**src/rtl/bip_pkg.sv**
```systemverilog
// bip_pkg: opcodes, accumulator-select encodings, run states and decoded control bundle for the BIP control unit.
package bip_pkg;
  localparam int OPC_W = 5;
  typedef logic [OPC_W-1:0] opcode_t;
  localparam opcode_t OP_HLT  = 5'b00000;
  localparam opcode_t OP_STO  = 5'b00001;
  localparam opcode_t OP_LD   = 5'b00010;
  localparam opcode_t OP_LDI  = 5'b00011;
  localparam opcode_t OP_ADD  = 5'b00100;
  localparam opcode_t OP_ADDI = 5'b00101;
  localparam opcode_t OP_SUB  = 5'b00110;
  localparam opcode_t OP_SUBI = 5'b00111;
  localparam opcode_t OP_BEQ  = 5'b01000;
  localparam opcode_t OP_BNE  = 5'b01001;
  localparam opcode_t OP_JMP  = 5'b01010;
  localparam logic [1:0] SELA_RAM = 2'd0;
  localparam logic [1:0] SELA_IMM = 2'd1;
  localparam logic [1:0] SELA_ALU = 2'd2;
  typedef enum logic [1:0] {IDLE, RUN, WAIT, HALT} state_t;
  typedef struct packed {
    logic [1:0] sel_a;
    logic       sel_b;
    logic       op;
    logic       wr_acc;
    logic       wr_ram;
    logic       rd_ram;
    logic       is_branch;
    logic       is_halt;
    logic       reads_ram;
  } ctrl_t;
endpackage

```
**src/rtl/bip_decoder_v2.sv**
```systemverilog
// bip_decoder_v2: purely combinational opcode to control-bundle decode.
module bip_decoder_v2
  import bip_pkg::*;
(
  input  opcode_t opcode,
  output ctrl_t   ctrl
);
  // opcode bit 1 separates add/sub within both ALU pairs
  always_comb begin
    ctrl = '0;
    case (opcode)
      OP_HLT: ctrl.is_halt = 1'b1;
      OP_STO: ctrl.wr_ram = 1'b1;
      OP_LD: begin
        ctrl.sel_a     = SELA_RAM;
        ctrl.rd_ram    = 1'b1;
        ctrl.reads_ram = 1'b1;
        ctrl.wr_acc    = 1'b1;
      end
      OP_LDI: begin
        ctrl.sel_a  = SELA_IMM;
        ctrl.wr_acc = 1'b1;
      end
      OP_ADD, OP_SUB: begin
        ctrl.sel_a     = SELA_ALU;
        ctrl.op        = opcode[1];
        ctrl.rd_ram    = 1'b1;
        ctrl.reads_ram = 1'b1;
        ctrl.wr_acc    = 1'b1;
      end
      OP_ADDI, OP_SUBI: begin
        ctrl.sel_a  = SELA_ALU;
        ctrl.sel_b  = 1'b1;
        ctrl.op     = opcode[1];
        ctrl.wr_acc = 1'b1;
      end
      OP_BEQ, OP_BNE, OP_JMP: ctrl.is_branch = 1'b1;
      default: ctrl = '0;
    endcase
  end
endmodule

```
**src/rtl/bip_control_seq.sv**
```systemverilog
// bip_control_seq: BIP run sequencer with start/done handshake, branches and data-RAM wait states.
module bip_control_seq
  import bip_pkg::*;
#(
  parameter int len_data   = 16,
  parameter int len_addr   = 11,
  parameter int len_mux_a  = 2,
  parameter int len_opcode = 5,
  parameter int mem_wait   = 0
) (
  input  logic                 clk,
  input  logic                 reset,
  input  logic                 start,
  input  logic [len_data-1:0]  Data,
  input  logic                 acc_zero,
  output logic [len_addr-1:0]  Addr,
  output logic [len_addr-1:0]  Operand,
  output logic [len_mux_a-1:0] SelA,
  output logic                 SelB,
  output logic                 WrAcc,
  output logic                 Op,
  output logic                 WrRam,
  output logic                 RdRam,
  output logic                 busy,
  output logic                 cpu_done
);
  localparam logic [2:0] WAIT_CYC = 3'(mem_wait);
  state_t              state, state_n;
  logic [len_addr-1:0] pc, pc_n;
  logic [2:0]          cnt, cnt_n;
  opcode_t             opc, opc_q, opc_n, dec_in;
  ctrl_t               ctrl;
  logic                taken, stall;
  assign opc     = OPC_W'(Data[len_data-1 -: len_opcode]);
  assign Operand = Data[len_addr-1:0];
  assign Addr    = pc;
  // WAIT decodes the latched opcode so program memory may change underneath it
  assign dec_in  = state == WAIT ? opc_q : opc;
  bip_decoder_v2 u_dec (.opcode(dec_in), .ctrl(ctrl));
  // JMP has bit 1 set; BEQ/BNE differ in bit 0, which flips the acc_zero sense
  assign taken = ctrl.is_branch && (opc[1] || (opc[0] ^ acc_zero));
  assign stall = ctrl.reads_ram && WAIT_CYC != 3'd0;
  always_ff @(posedge clk or posedge reset) begin
    if (reset) begin
      state <= IDLE;
      pc    <= '0;
      cnt   <= '0;
      opc_q <= OP_HLT;
    end else begin
      state <= state_n;
      pc    <= pc_n;
      cnt   <= cnt_n;
      opc_q <= opc_n;
    end
  end
  always_comb begin
    state_n  = state;
    pc_n     = pc;
    cnt_n    = cnt;
    opc_n    = opc_q;
    SelA     = '0;
    SelB     = 1'b0;
    Op       = 1'b0;
    WrAcc    = 1'b0;
    WrRam    = 1'b0;
    RdRam    = 1'b0;
    busy     = state == RUN || state == WAIT;
    cpu_done = state == HALT;
    case (state)
      IDLE, HALT: begin
        state_n = start ? RUN : state;
        pc_n    = start ? '0 : pc;
      end
      RUN: begin
        SelA  = len_mux_a'(ctrl.sel_a);
        SelB  = ctrl.sel_b;
        Op    = ctrl.op;
        WrRam = ctrl.wr_ram;
        RdRam = ctrl.rd_ram;
        WrAcc = ctrl.wr_acc && !stall;
        if (ctrl.is_halt) begin
          state_n = HALT;
        end else if (stall) begin
          state_n = WAIT;
          cnt_n   = WAIT_CYC;
          opc_n   = opc;
        end else begin
          pc_n = taken ? Operand : pc + len_addr'(1);
        end
      end
      WAIT: begin
        SelA  = len_mux_a'(ctrl.sel_a);
        SelB  = ctrl.sel_b;
        Op    = ctrl.op;
        RdRam = 1'b1;
        WrAcc = cnt == 3'd1;
        cnt_n = cnt - 3'd1;
        if (cnt == 3'd1) begin
          state_n = RUN;
          pc_n    = pc + len_addr'(1);
        end
      end
      default: state_n = IDLE;
    endcase
  end
endmodule

```
**config.mk**
```make
export PLATFORM = sky130hd
export DESIGN_NAME = bip_control_seq
export DESIGN_NICKNAME = d
export VERILOG_FILES = /design/src/rtl/bip_pkg.sv /design/src/rtl/bip_decoder_v2.sv /design/src/rtl/bip_control_seq.sv
export SDC_FILE = /design/constraint.sdc
export NUM_CORES = 1
export LEC_CHECK = 0
export ABC_AREA = 1
export ABC_CLOCK_PERIOD_IN_PS = 1800
export BUFFER_PORTS_ARGS = -buffer_cell sky130_fd_sc_hd__buf_4
export CORE_MARGIN = 3
export CORE_UTILIZATION = 40
export DETAILED_ROUTE_END_ITERATION = 16
export PLACE_DENSITY = 0.69
export SKIP_LAST_GASP = 1
export SYNTH_ARGS = -nofsm -noshare
export SYNTH_HDL_FRONTEND = slang
export SYNTH_HIERARCHICAL = 1
export SYNTH_SLANG_ARGS = --single-unit
export TNS_END_PERCENT = 20
```
**constraint.sdc**
```tcl
create_clock -name clk -period 1.8 [get_ports clk]
set_input_delay 0.36 -clock clk [delete_from_list [all_inputs] [get_ports clk]]
set_output_delay 0.36 -clock clk [all_outputs]
set_load 0.1 [all_outputs]
```
==> results of run 1 <==
-- final timing paths --
| path | startpoint | end | slack (ps) | cells past startpoint |
|---|---|---|---|---|
| hold reg to reg | cnt[0]$_DFFE_PP0P_ | cnt[0]$_DFFE_PP0P_ | 500 | 1 |
| min in group clk | Data[5] | Addr[5]$_DFFE_PP0P_ | 370 | 5 |
| hold / removal | reset | Addr[2]$_DFFE_PP0P_ | 150 | 2 |
| max in group asynchronous | reset | Addr[8]$_DFFE_PP0P_ | 1260 | 2 |
| setup reg to reg | state[0]$_DFFE_PP0P_ | Addr[8]$_DFFE_PP0P_ | -110 | 14 |
| setup / recovery | state[1]$_DFFE_PP0P_ | RdRam | -390 | 9 |
-- stage by stage --
stage               instance area [µm²]  cells  setup TNS (ps)
floorplan                          1539    236           -3570
global placement                   1994    334           -1963
detailed placement                 1994    334           -2346
CTS                                2088    337           -3583
global route                       2137    339           -6222
finish                             2137    339           -3398
-- cell type report --
| class | count | area, µm² | share of cell area [%] |
|---|---|---|---|
| Clock buffer | 3 | 22.52 | 1.054 |
| Inverter | 38 | 145.1 | 6.792 |
| Multi-Input combinational cell | 167 | 923.4 | 43.21 |
| Sequential cell | 16 | 400.4 | 18.74 |
| Tap cell | 46 | 57.56 | 2.693 |
| Timing Repair Buffer | 69 | 588.1 | 27.52 |
-- cell families (layout without fill, tap and decap cells) --
kind of cell	count (synthesis)	after routing	synth area share, %
and+or+nand+nor	142	142	41.43
buffers and inverters	53	110	17.49
DFF	16	16	27.56
AOI/OAI and AO/OA	13	13	4.737
adders and majority gates	6	6	5.168
xor gates and xnor gates	6	6	3.618
-- cells in the final DEF (no fill, tap or decap), types with 2 or more instances in the layout --
cell type  count
nand2_4        2
xor2_1         5
nand3_1       10
ha_1           4
nand3b_1       2
buf_4         62
inv_1         30
nand2_2        5
inv_2          7
nor2_2         4
nor2_4        11
nand2_1       93
clkbuf_4       3
a21oi_4        2
buf_12         5
o21ai_0        7
nand3_2        2
dfrtp_1       16
nor2_1        11
a21oi_1        2
buf_6          2
-- repair_timing --
item / 4_1_cts / 5_1_grt
setup buffers: 0 / 2
endpoints found under the setup margin: 18 / 18
gates resized for setup: 18 / 11
hold buffers: 0 / 0
pin swaps: 2 / 10
-- routing by layer --
| layer | up-vias | GRT usage, % | wire length (µm) |
|---|---|---|---|
| li1 | 807 | - | - |
| met2 | 35 | 29.62 | 1787 |
| met3 | 4 | 2.381 | 170 |
| met4 | 0 | 6.091 | 46 |
| met1 | 703 | 22.97 | 1628 |
| met5 | - | 0 | 0 |
-- sequential cells by signal, summed over array words and instances, names as in the netlist --
register / count
Addr: 11
cnt: 3
state: 2
-- report_power, final --
group	internal, mW	total [mW]	switching (mW)	leakage (nW)
sequential	0.458	0.593	0.135	0.210
clock	0.0775	0.184	0.107	0.0138
combinational	0.501	1.93	1.43	0.973
-- worst reg2reg max path, stage by stage (launching register included) --
cell	delay, ps
dfrtp_1	390
inv_2	80
ha_4	230
nor2_4	70
nor2_2	120
buf_4	120
nand3_1	60
nor2_1	140
nand2_1	90
inv_1	70
nor2_2	40
buf_4	130
inv_2	160
nand2_1	70
nand2_1	70
==> metrics.md, run 1 <==
| Metric | Value |
|---|---|
| Total wire length | `3633 µm` |
| Area leader, netlist | `dfrtp_1` |
| Mapped Area | `1453 µm²` |
| CTS Buf Count | `3` |
| Hold Fails Final Rpt | `0` |
| RSZ-0062 raised after global routing | `yes` |
| Period minus WS final | `2192 ps` |
| Maxcap violations | `0` |
| CTS tree | `built` |
| Fillers | `340` |
| DP Wirelength | `2772 µm` |
| Critical Path Most Common Cell | `nor2_4` |
| Yosys top cell area share | `27.56%` |
| Cells after synthesis | `236` |
| Flop and latch count out of synthesis | `16` |
| Max Root-Sink Buffers | `2` |
| Failing checks | `negative setup slack` |
| Final WS setup | `-392.0 ps` |
| First-pass GRT wire length | `6058 µm` |
| Via count | `1549` |
| Largest net degree at the start of global routing | `17` |
| Worst Hold Class | `input pin to asynchronous set/reset pin` |
| Required time of the critical path | `1440 ps` |
| H-tree Lvls | `1` |
| Bufs and invs on worst path | `2` |
| Register area share after synthesis | `27.56%` |
| Gpl congestion | `0.8609` |
| Static leakage | `1.197 nW` |
| Worst-Skew Late Latency | `280 ps` |
| 1st-iter DRT viols | `58` |
| Ports | `51` |
| # rows | `21` |
| Share of cells above drive strength 1 | `37.20%` |
| CP max-delay cell | `dfrtp_1` |
| Final setup violation count | `18` |
| Min Hold Slack | `145.2 ps` |
| Pre-CTS worst setup slack | `-194.3 ps` |
| Avg WL per Cell | `10.72 µm` |
| Run status | `finished, violations left` |
| Syn nets | `262` |
| Ys flop type | `dfrtp_1` |
| Drt drc | `0` |
| Slew Limit Fails | `0` |
| Post-route ant nets | `0` |
| Layout area overhead | `47.11%` |
| Number of flops mapped to enable cells by yosys | `0` |
| Most frequent cell after synthesis | `nand2_1` |
| Maximum clock rate | `0.4562 GHz` |
| Critical path class | `flip-flop to output pin` |
| CTS Root Cell | `clkbuf_4` |
| Distinct cells, synth | `23` |
| Critical Path Source Type | `flip-flop` |
| CP endpoint kind | `output pin` |
| IO buf count | `50` |
| Core ar. | `3416 µm²` |
| Tcrit/Tclk final | `121.8%` |
| Clock slew at reported path FFs | `90 ps` |
| Crit-path max cell delay | `430 ps` |
| Total Power | `2.711 mW` |
| GRT Residual Overflow | `0` |
| Die Height | `66.26 µm` |
| Peak supply drop | `0.8363 mV` |
| Synth Area per Inst | `6.155 µm²` |
| Synthesis Warnings | `6` |
| Die width | `66.26 µm` |
| CP top delay family | `simple AND/OR/NAND/NOR gates` |
| Nets@finish | `321` |
| Via density | `4.569` |
| # diodes | `0` |
| Vias in the first global route | `1432` |
| Initial DRT Pass Iterations | `4` |
| Starting density of the core | `42.53%` |
| Final Util | `62.56%` |
| Power per cell area | `1268 nW/µm²` |
| Initial antenna violation count | `0` |
| Crit Path Max Fanout | `6` |
| Final Skew | `5.277 ps` |
| Area contributors post-synth | `dfrtp_1 28%, nand2_1 25%, inv_1 8.5%, buf_4 6.2%, ha_1 5.2%` |
| Gr usage total | `17.64%` |
| Die ar. | `4390 µm²` |
| Clk sinks | `16` |
| Worst slew margin | `59.57%` |
| Crit path DAT | `1830 ps` |
| Ys async rst share | `100.0%` |
| Top cells by count, synth | `97 x nand2_1, 33 x inv_1, 20 x nor2_1` |
| Crit-path cells | `ha_4 -> nor2_4 -> inv_2 -> nor2_4 -> nand3_1 -> nand2_2 -> nand2_4 -> a21oi_4 -> buf_12` |
| Worst-Margin Slew | `605.8 ps` |
(Power assumes the default switching activity.)
==> inputs of run 2 (changes only) <==
--- a/config.mk
+++ b/config.mk
@@ -9,9 +9,9 @@
 export ABC_CLOCK_PERIOD_IN_PS = 1800
 export BUFFER_PORTS_ARGS = -buffer_cell sky130_fd_sc_hd__buf_4
 export CORE_MARGIN = 3
-export CORE_UTILIZATION = 40
+export CORE_UTILIZATION = 45
 export DETAILED_ROUTE_END_ITERATION = 16
-export PLACE_DENSITY = 0.69
+export PLACE_DENSITY = 0.76
 export SKIP_LAST_GASP = 1
 export SYNTH_ARGS = -nofsm -noshare
 export SYNTH_HDL_FRONTEND = slang
==> run 2 against run 1 <==
  * The run still ends with negative setup slack left
  * Clock skew grew 3.7 ps
  * Fmax fell by 1.9%
  * Clock power grew 7%
  * Utilization increased by 14 points
  * Sequential share of layout area decreased by 0.87 points
  * Worst hold slack improved by 2.6 ps
  * Non-clock buffer count is 3 higher
  * Wire length is 19% higher
  * Cell count increased by 0.29%
  * Sequential power increased by 2%
  * Die area shrank 10%
  * Total power up 4.0%
==> metrics.md, run 2 (same netlist as run 1, synthesis figures left out) <==
| Metric | Value |
|---|---|
| Run status | `finished, violations left` |
| Failing checks | `negative setup slack` |
| Hold Fails Final Rpt | `0 (unchanged)` |
| Seq pwr share | `21.4% (-0.5 points)` |
| Worst-Skew Late Latency | `290 ps (about the same)` |
| Maxcap violations | `0 (unchanged)` |
| # rows | `19 (-9.5%)` |
| Crit path DAT | `1870 ps (+40 ps)` |
| Maximum clock rate | `0.4477 GHz (-1.9%)` |
| Drt drc | `0 (unchanged)` |
| Post-route ant nets | `0 (unchanged)` |
| Combinational fraction of design power | `71.7% (+0.4 points)` |
| Peak supply drop | `1.407 mV (+68%)` |
| Placed insts | `331 (-0.90%)` |
| CTS Buf Count | `3 (unchanged)` |
| Reg2reg start | `state[0]$_DFFE_PP0P_` |
| Switching power | `1.768 mW (+5.6%)` |
| R2R setup slack | `-260 ps (-150 ps)` |
| Via count | `1656 (+6.9%)` |
| CTS tree | `built` |
| Total wire length | `4326 µm (+19%)` |
| Avg WL per Cell | `12.72 µm (+19%)` |
| Layout area overhead | `54.26%` |
| Ports | `51 (unchanged)` |
| Non-Filler Instances | `340 (+0.29%)` |
| Critical Path Source Type | `flip-flop` |
| Final setup violation count | `19 (+1)` |
| Setup TNS | `-5092 ps (-1694 ps)` |
| Via density | `4.871 (+6.6%)` |
| Gr usage total | `20.33% (+2.7 points)` |
| Crit Path Max Fanout | `6 (unchanged)` |
| Max reg flops | `11 (unchanged)` |
| Internal | `1.050 mW (+1.3%)` |
| Clk sinks | `16 (unchanged)` |
| IO buf count | `50 (unchanged)` |
| Total Power | `2.818 mW (+4.0%)` |
| Final Skew | `8.927 ps (+3.650 ps)` |
| Period minus WS final | `2234 ps (+41.56 ps)` |
| Clock power share | `7.0% (+0.2 points)` |
| Commonest non-fill, non-tap cell in the layout | `nand2_1` |
| Die Height | `62.82 µm (-5.2%)` |
| Clock slew at reported path FFs | `100 ps (about the same)` |
| Cts hold-fix bufs | `0 (unchanged)` |
| H-tree Lvls | `1 (unchanged)` |
| Worst slew margin | `56.60% (-3.0 points)` |
| Worst Setup EP | `RdRam` |
| Core ar. | `2924 µm² (-14%)` |
| First-pass GRT wire length | `6603 µm (+9.0%)` |
| Commonest cells after routing, fill and taps aside | `88 x nand2_1, 61 x buf_4, 30 x inv_1` |
| Nets@finish | `326 (+1.6%)` |
| Starting density of the core | `49.68% (+7.2 points)` |
| Vias in the first global route | `1549 (+8.2%)` |
| Gpl congestion | `0.8963 (+4.1%)` |
| Required time of the critical path | `1440 ps (about the same)` |
| Critical path class | `flip-flop to output pin` |
| 1st-iter DRT viols | `147 (+150%)` |
| Reg2Reg Capture Point | `Addr[3]$_DFFE_PP0P_` |
| Initial antenna violation count | `0 (unchanged)` |
| # diodes | `0 (unchanged)` |
| CTS Root Cell | `clkbuf_4` |
| Worst-Margin Slew | `650.3 ps (+44.45 ps)` |
| Share of cells above drive strength 1 | `41.61% (+4.4 points)` |
| Static leakage | `1.229 nW (+2.7%)` |
| Tcrit/Tclk final | `124.1% (+2.3 points)` |
| CP endpoint kind | `output pin` |
| Power per cell area | `1258 nW/µm² (-0.85%)` |
| CP startpoint | `state[0]$_DFFE_PP0P_` |
| GRT Residual Overflow | `0 (unchanged)` |
| Die ar. | `3946 µm² (-10%)` |
| Largest net degree at the start of global routing | `17 (unchanged)` |
| Max Root-Sink Buffers | `2 (unchanged)` |
| Final WS setup | `-433.6 ps (-41.56 ps)` |
| Initial DRT Pass Iterations | `4 (unchanged)` |
| R2R cell count | `16 (+2)` |
| Slew Limit Fails | `0 (unchanged)` |
| Die width | `62.82 µm (-5.2%)` |
| Worst Hold Class | `input pin to asynchronous set/reset pin` |
| Net Sw Frac | `62.73% (+0.99 points)` |
| Pre-CTS worst setup slack | `-245.5 ps (-51.28 ps)` |
| RSZ-0062 raised after global routing | `yes` |
| DP Wirelength | `2916 µm (+5.2%)` |
-- run 2: worst min path at each step --
stage / start / endpoint / slack (ps) / cells after the start
2_1_floorplan: reset / Addr[0]$_DFFE_PP0P_ / 270 / 1
3_3_place_gp: cnt[1]$_DFFE_PP0P_ / cnt[1]$_DFFE_PP0P_ / 470 / 2
3_5_place_dp: reset / Addr[1]$_DFFE_PP0P_ / 500 / 2
4_1_cts: reset / Addr[1]$_DFFE_PP0P_ / 180 / 2
5_1_grt: reset / Addr[4]$_DFFE_PP0P_ / 180 / 2
6_report: reset / Addr[4]$_DFFE_PP0P_ / 150 / 2
-- run 2: critical path: stages, from the launching register on --
cell and delay (ps):
dfrtp_1 400, inv_2 90, ha_4 230, nor2_4 70, buf_6 120, nor2_4 100, nand3_2 80, nand2_2 80
nand2_4 60, a21oi_4 160, buf_12 190
-- run 2: per-stage QoR --
step	hold slack [ps]	utilization, %	instance area [µm²]
after detailed placement	495.0	68.29	1997
after global routing	178.4	76.64	2241
after CTS	180.4	73.34	2145
after floorplan	273.7	-	1539
final	147.9	76.64	2241
after global placement	471.5	68.29	1997
-- run 2: what timing repair did --
action                                  4_1_cts  5_1_grt
setup buffers                                 4        2
gates cloned                                  0        2
pin swaps                                    10        5
resized for setup                            25       25
endpoints found under the setup margin       19       20
-- run 2: power groups by stage --
| stage | combinational (mW) | clock (mW) | sequential (mW) |
|---|---|---|---|
| floorplan | 0.826 | 0 | 1.23 |
| global placement | 1.87 | 0 | 0.593 |
| detailed placement | 1.88 | 0 | 0.598 |
| CTS | 1.93 | 0.196 | 0.596 |
| global route | 2.13 | 0.210 | 0.623 |
| finish | 2.02 | 0.196 | 0.602 |
-- run 2: layer usage --
| layer | wire length, µm | vias to the layer above | GRT usage (%) |
|---|---|---|---|
| li1 | - | 823 | - |
| met1 | 1823 | 763 | 27.22 |
| met2 | 2133 | 60 | 33.02 |
| met3 | 290 | 10 | 3.058 |
| met4 | 78 | 0 | 7.438 |
| met5 | 0 | - | 0 |
-- run 2: layout make-up --
type	instances	area, µm²
multi-input cells	167	969.7
fillers	217	683.2
repair buffers	72	629.4
flip-flops and latches	16	400.4
inverters	38	155.1
well taps	42	52.55
clock buffers	3	22.52
repair inverters	2	11.26
==> inputs of run 3 (changes only) <==
--- a/config.mk
+++ b/config.mk
@@ -15,6 +15,5 @@
 export SKIP_LAST_GASP = 1
 export SYNTH_ARGS = -nofsm -noshare
 export SYNTH_HDL_FRONTEND = slang
-export SYNTH_HIERARCHICAL = 1
 export SYNTH_SLANG_ARGS = --single-unit
 export TNS_END_PERCENT = 20
==> run 3 against run 2 <==
  * The run still ends with negative setup slack left
  * Sequential cell count stayed put
  * Utilization is 5.2 points lower
  * Total power is 23% lower
  * Area after synthesis is 2.5% lower
  * Combinational power is 26% lower
  * Count of clock-buffer cells in the layout stayed put
  * Cell count is 9.4% lower
  * Worst hold slack worse by 14 ps
  * Critical path depth is 5 lower
  * Critical path type unchanged
  * Critical endpoint unchanged
==> metrics.md, run 3 <==
| Metric | Value |
|---|---|
| Ys async rst share | `100.0% (unchanged)` |
| Run status | `finished, violations left` |
| Register area share after synthesis | `28.27% (+0.71 points)` |
| Reg2Reg Capture Point | `Addr[5]$_DFFE_PP0P_` |
| Crit Path Max Fanout | `3 (-3)` |
| Gr usage total | `19.77% (-0.55 points)` |
| Period minus WS final | `2019 ps (-214.4 ps)` |
| CTS Root Cell | `clkbuf_4` |
| Setup TNS | `-1208 ps (+3885 ps)` |
| Most frequent cell after synthesis | `nand2_1` |
| Peak supply drop | `0.7245 mV (-49%)` |
| GRT Residual Overflow | `0 (unchanged)` |
| Die Height | `62.10 µm (-1.1%)` |
| Worst slew margin | `59.58% (+3.0 points)` |
| Final WS setup | `-219.2 ps (+214.4 ps)` |
| Cells after synthesis | `214 (-9.3%)` |
| Area contributors post-synth | `dfrtp_1 28%, nand2_1 23%, nand3_1 7.1%, inv_1 6.6%, buf_4 6.4%` |
| DP Wirelength | `2840 µm (-2.6%)` |
| Final Cell Area | `2056 µm² (-8.3%)` |
| Initial antenna violation count | `0 (unchanged)` |
| Reg2reg start | `state[0]$_DFFE_PP0P_` |
| 1st-iter DRT viols | `83 (-44%)` |
| Area leader, netlist | `dfrtp_1` |
| RSZ-0062 raised after global routing | `yes` |
| Critical Path Source Type | `flip-flop` |
| Non-Filler Instances | `308 (-9.4%)` |
| Top cells by count, synth | `85 x nand2_1, 25 x inv_1, 20 x nand3_1` |
| Distinct cells, synth | `31 (+35%)` |
| Clock slew at reported path FFs | `100 ps (about the same)` |
| Vias in the first global route | `1370 (-12%)` |
| Final Util | `71.47% (-5.2 points)` |
| CTS Buf Count | `3 (unchanged)` |
| Ys flop type | `dfrtp_1` |
| IO buf count | `50 (unchanged)` |
| First-pass GRT wire length | `6258 µm (-5.2%)` |
| Total Power | `2.163 mW (-23%)` |
| Worst Hold Class | `input pin to asynchronous set/reset pin` |
| Power per cell area | `1052 nW/µm² (-16%)` |
| CTS tree | `built` |
| Number of flops mapped to enable cells by yosys | `0 (unchanged)` |
| Failing checks | `negative setup slack` |
| Via count | `1453 (-12%)` |
| Max reg flops | `11 (unchanged)` |
| CP endpoint kind | `output pin` |
| Nets@finish | `294 (-9.8%)` |
| Crit path DAT | `1660 ps (-210 ps)` |
| Final setup violation count | `7 (-12)` |
| Post-route ant nets | `0 (unchanged)` |
| Worst-Margin Slew | `605.7 ps (-44.62 ps)` |
| Drt drc | `0 (unchanged)` |
| Slew Limit Fails | `0 (unchanged)` |
| Via density | `4.718 (-3.1%)` |
| Clk sinks | `16 (unchanged)` |
| Area after DPL | `1934 µm² (-3.1%)` |
| Placed insts | `303 (-8.5%)` |
| Flop and latch count out of synthesis | `16 (unchanged)` |
| Die ar. | `3856 µm² (-2.3%)` |
| H-tree Lvls | `1 (unchanged)` |
| Synth Area per Inst | `6.618 µm² (+7.5%)` |
| Critical path class | `flip-flop to output pin` |
| Starting density of the core | `49.24% (-0.44 points)` |
| Gpl congestion | `0.8199 (-8.5%)` |
| Avg WL per Cell | `12.01 µm (-5.6%)` |
| Yosys top cell area share | `28.27% (+0.71 points)` |
| Max Root-Sink Buffers | `2 (unchanged)` |
| Hold Fails Final Rpt | `0 (unchanged)` |
| Die width | `62.10 µm (-1.1%)` |
| # diodes | `0 (unchanged)` |
| Worst-Skew Late Latency | `290 ps (about the same)` |
| Syn nets | `240 (-8.4%)` |
| Layout area overhead | `45.14%` |
| # rows | `19 (unchanged)` |
| Core ar. | `2877 µm² (-1.6%)` |
| Required time of the critical path | `1440 ps (about the same)` |
| Synthesis Warnings | `0 (-6)` |
| R2R cell count | `11 (-5)` |
| Tcrit/Tclk final | `112.2% (-12 points)` |
| Maxcap violations | `0 (unchanged)` |
| Cts hold-fix bufs | `0 (unchanged)` |
| Total wire length | `3698 µm (-15%)` |
| Largest net degree at the start of global routing | `17 (unchanged)` |
| Ports | `51 (unchanged)` |
| Initial DRT Pass Iterations | `4 (unchanged)` |
| Commonest non-fill, non-tap cell in the layout | `nand2_1` |
| Final Skew | `13.02 ps (+4.091 ps)` |
| Share of cells above drive strength 1 | `36.09% (-5.5 points)` |
| Mapped Area | `1416 µm² (-2.5%)` |
| Commonest cells after routing, fill and taps aside | `84 x nand2_1, 57 x buf_4, 23 x inv_1` |
| R2R setup slack | `90 ps (+350 ps)` |
| Maximum clock rate | `0.4952 GHz (+11%)` |
| Static leakage | `1.122 nW (-8.7%)` |
==> run 3: changes by cell type in the layout (fill, tap and decap cells not counted), moves of 3 or more <==
cell     change
o21ai_0      -3
inv_1        -7
inv_2        -4
nor2_1       -4
buf_4        -4
nand4_1      +3
nor2_4       -9
nand2_1      -4
nand2_2      -8
nand3_1     +12
==> run 3: worst max-delay path by stage <==
stage | endpoint | from | cells past startpoint | slack (ps)
after floorplan | RdRam | state[0]$_DFFE_PP0P_ | 5 | -370
after global placement | RdRam | state[0]$_DFFE_PP0P_ | 6 | -1
after detailed placement | RdRam | state[0]$_DFFE_PP0P_ | 6 | -30
after CTS | RdRam | state[0]$_DFFE_PP0P_ | 6 | -200
after global routing | RdRam | state[0]$_DFFE_PP0P_ | 6 | -300
final | RdRam | state[1]$_DFFE_PP0P_ | 5 | -220
==> run 3: cell type report <==
class / instances / area, µm²
Multi-Input combinational cell: 154 / 910.9
Fill cell: 235 / 820.8
Timing Repair Buffer: 64 / 541.8
Sequential cell: 16 / 400.4
Inverter: 29 / 127.6
Tap cell: 42 / 52.55
Clock buffer: 3 / 22.52
==> run 3: critical path, stage by stage (launching register included) <==
cell	delay, ps
dfrtp_1	430
inv_1	110
ha_4	170
o2111ai_4	170
a211oi_4	290
buf_12	210
==> run 3: stage by stage <==
stage / hold WS, ps / setup WS [ps]
6_report: 133.5 / -219.2
5_1_grt: 171.5 / -298.5
4_1_cts: 155.2 / -204.4
3_5_place_dp: 471.0 / -26.91
3_3_place_gp: 467.5 / -1.232
2_1_floorplan: 273.7 / -368.6
==> run 3: metal layers <==
metal | part of all wire (%) | routed length (µm) | vias up | global-route usage, %
met1 | 43 | 1603 | 665 | 23.54
met2 | 53 | 1942 | 24 | 36.29
met5 | 0 | 0 | - | 0
met3 | 3.0 | 110 | 9 | 3.964
li1 | - | - | 755 | -
met4 | 1.1 | 42 | 0 | 4.696
==> run 3: kinds of logic (layout without fill, tap and decap cells) <==
kind of cell | after synthesis | in the layout | share of synthesized area (%)
fa+ha+maj | 6 | 6 | 5.300
buf+inv | 44 | 96 | 15.81
compound gates | 9 | 9 | 4.152
simple gates | 131 | 131 | 41.52
xor+xnor | 8 | 8 | 4.947
flops | 16 | 16 | 28.27
==> run 3: what timing repair did <==
action	4_1_cts	5_1_grt
pin swaps	1	1
buffers inserted	1	1
endpoints found under the setup margin	9	18
resized for setup	15	4
cloned	0	0
==> run 3: where the power goes <==
part           total [mW]  internal, mW  leakage (nW)  switching (mW)
Combinational        1.50         0.404         0.894            1.09
Sequential          0.478         0.411         0.214          0.0671
Clock               0.188        0.0778        0.0138           0.110
Total                2.16         0.893          1.12            1.27
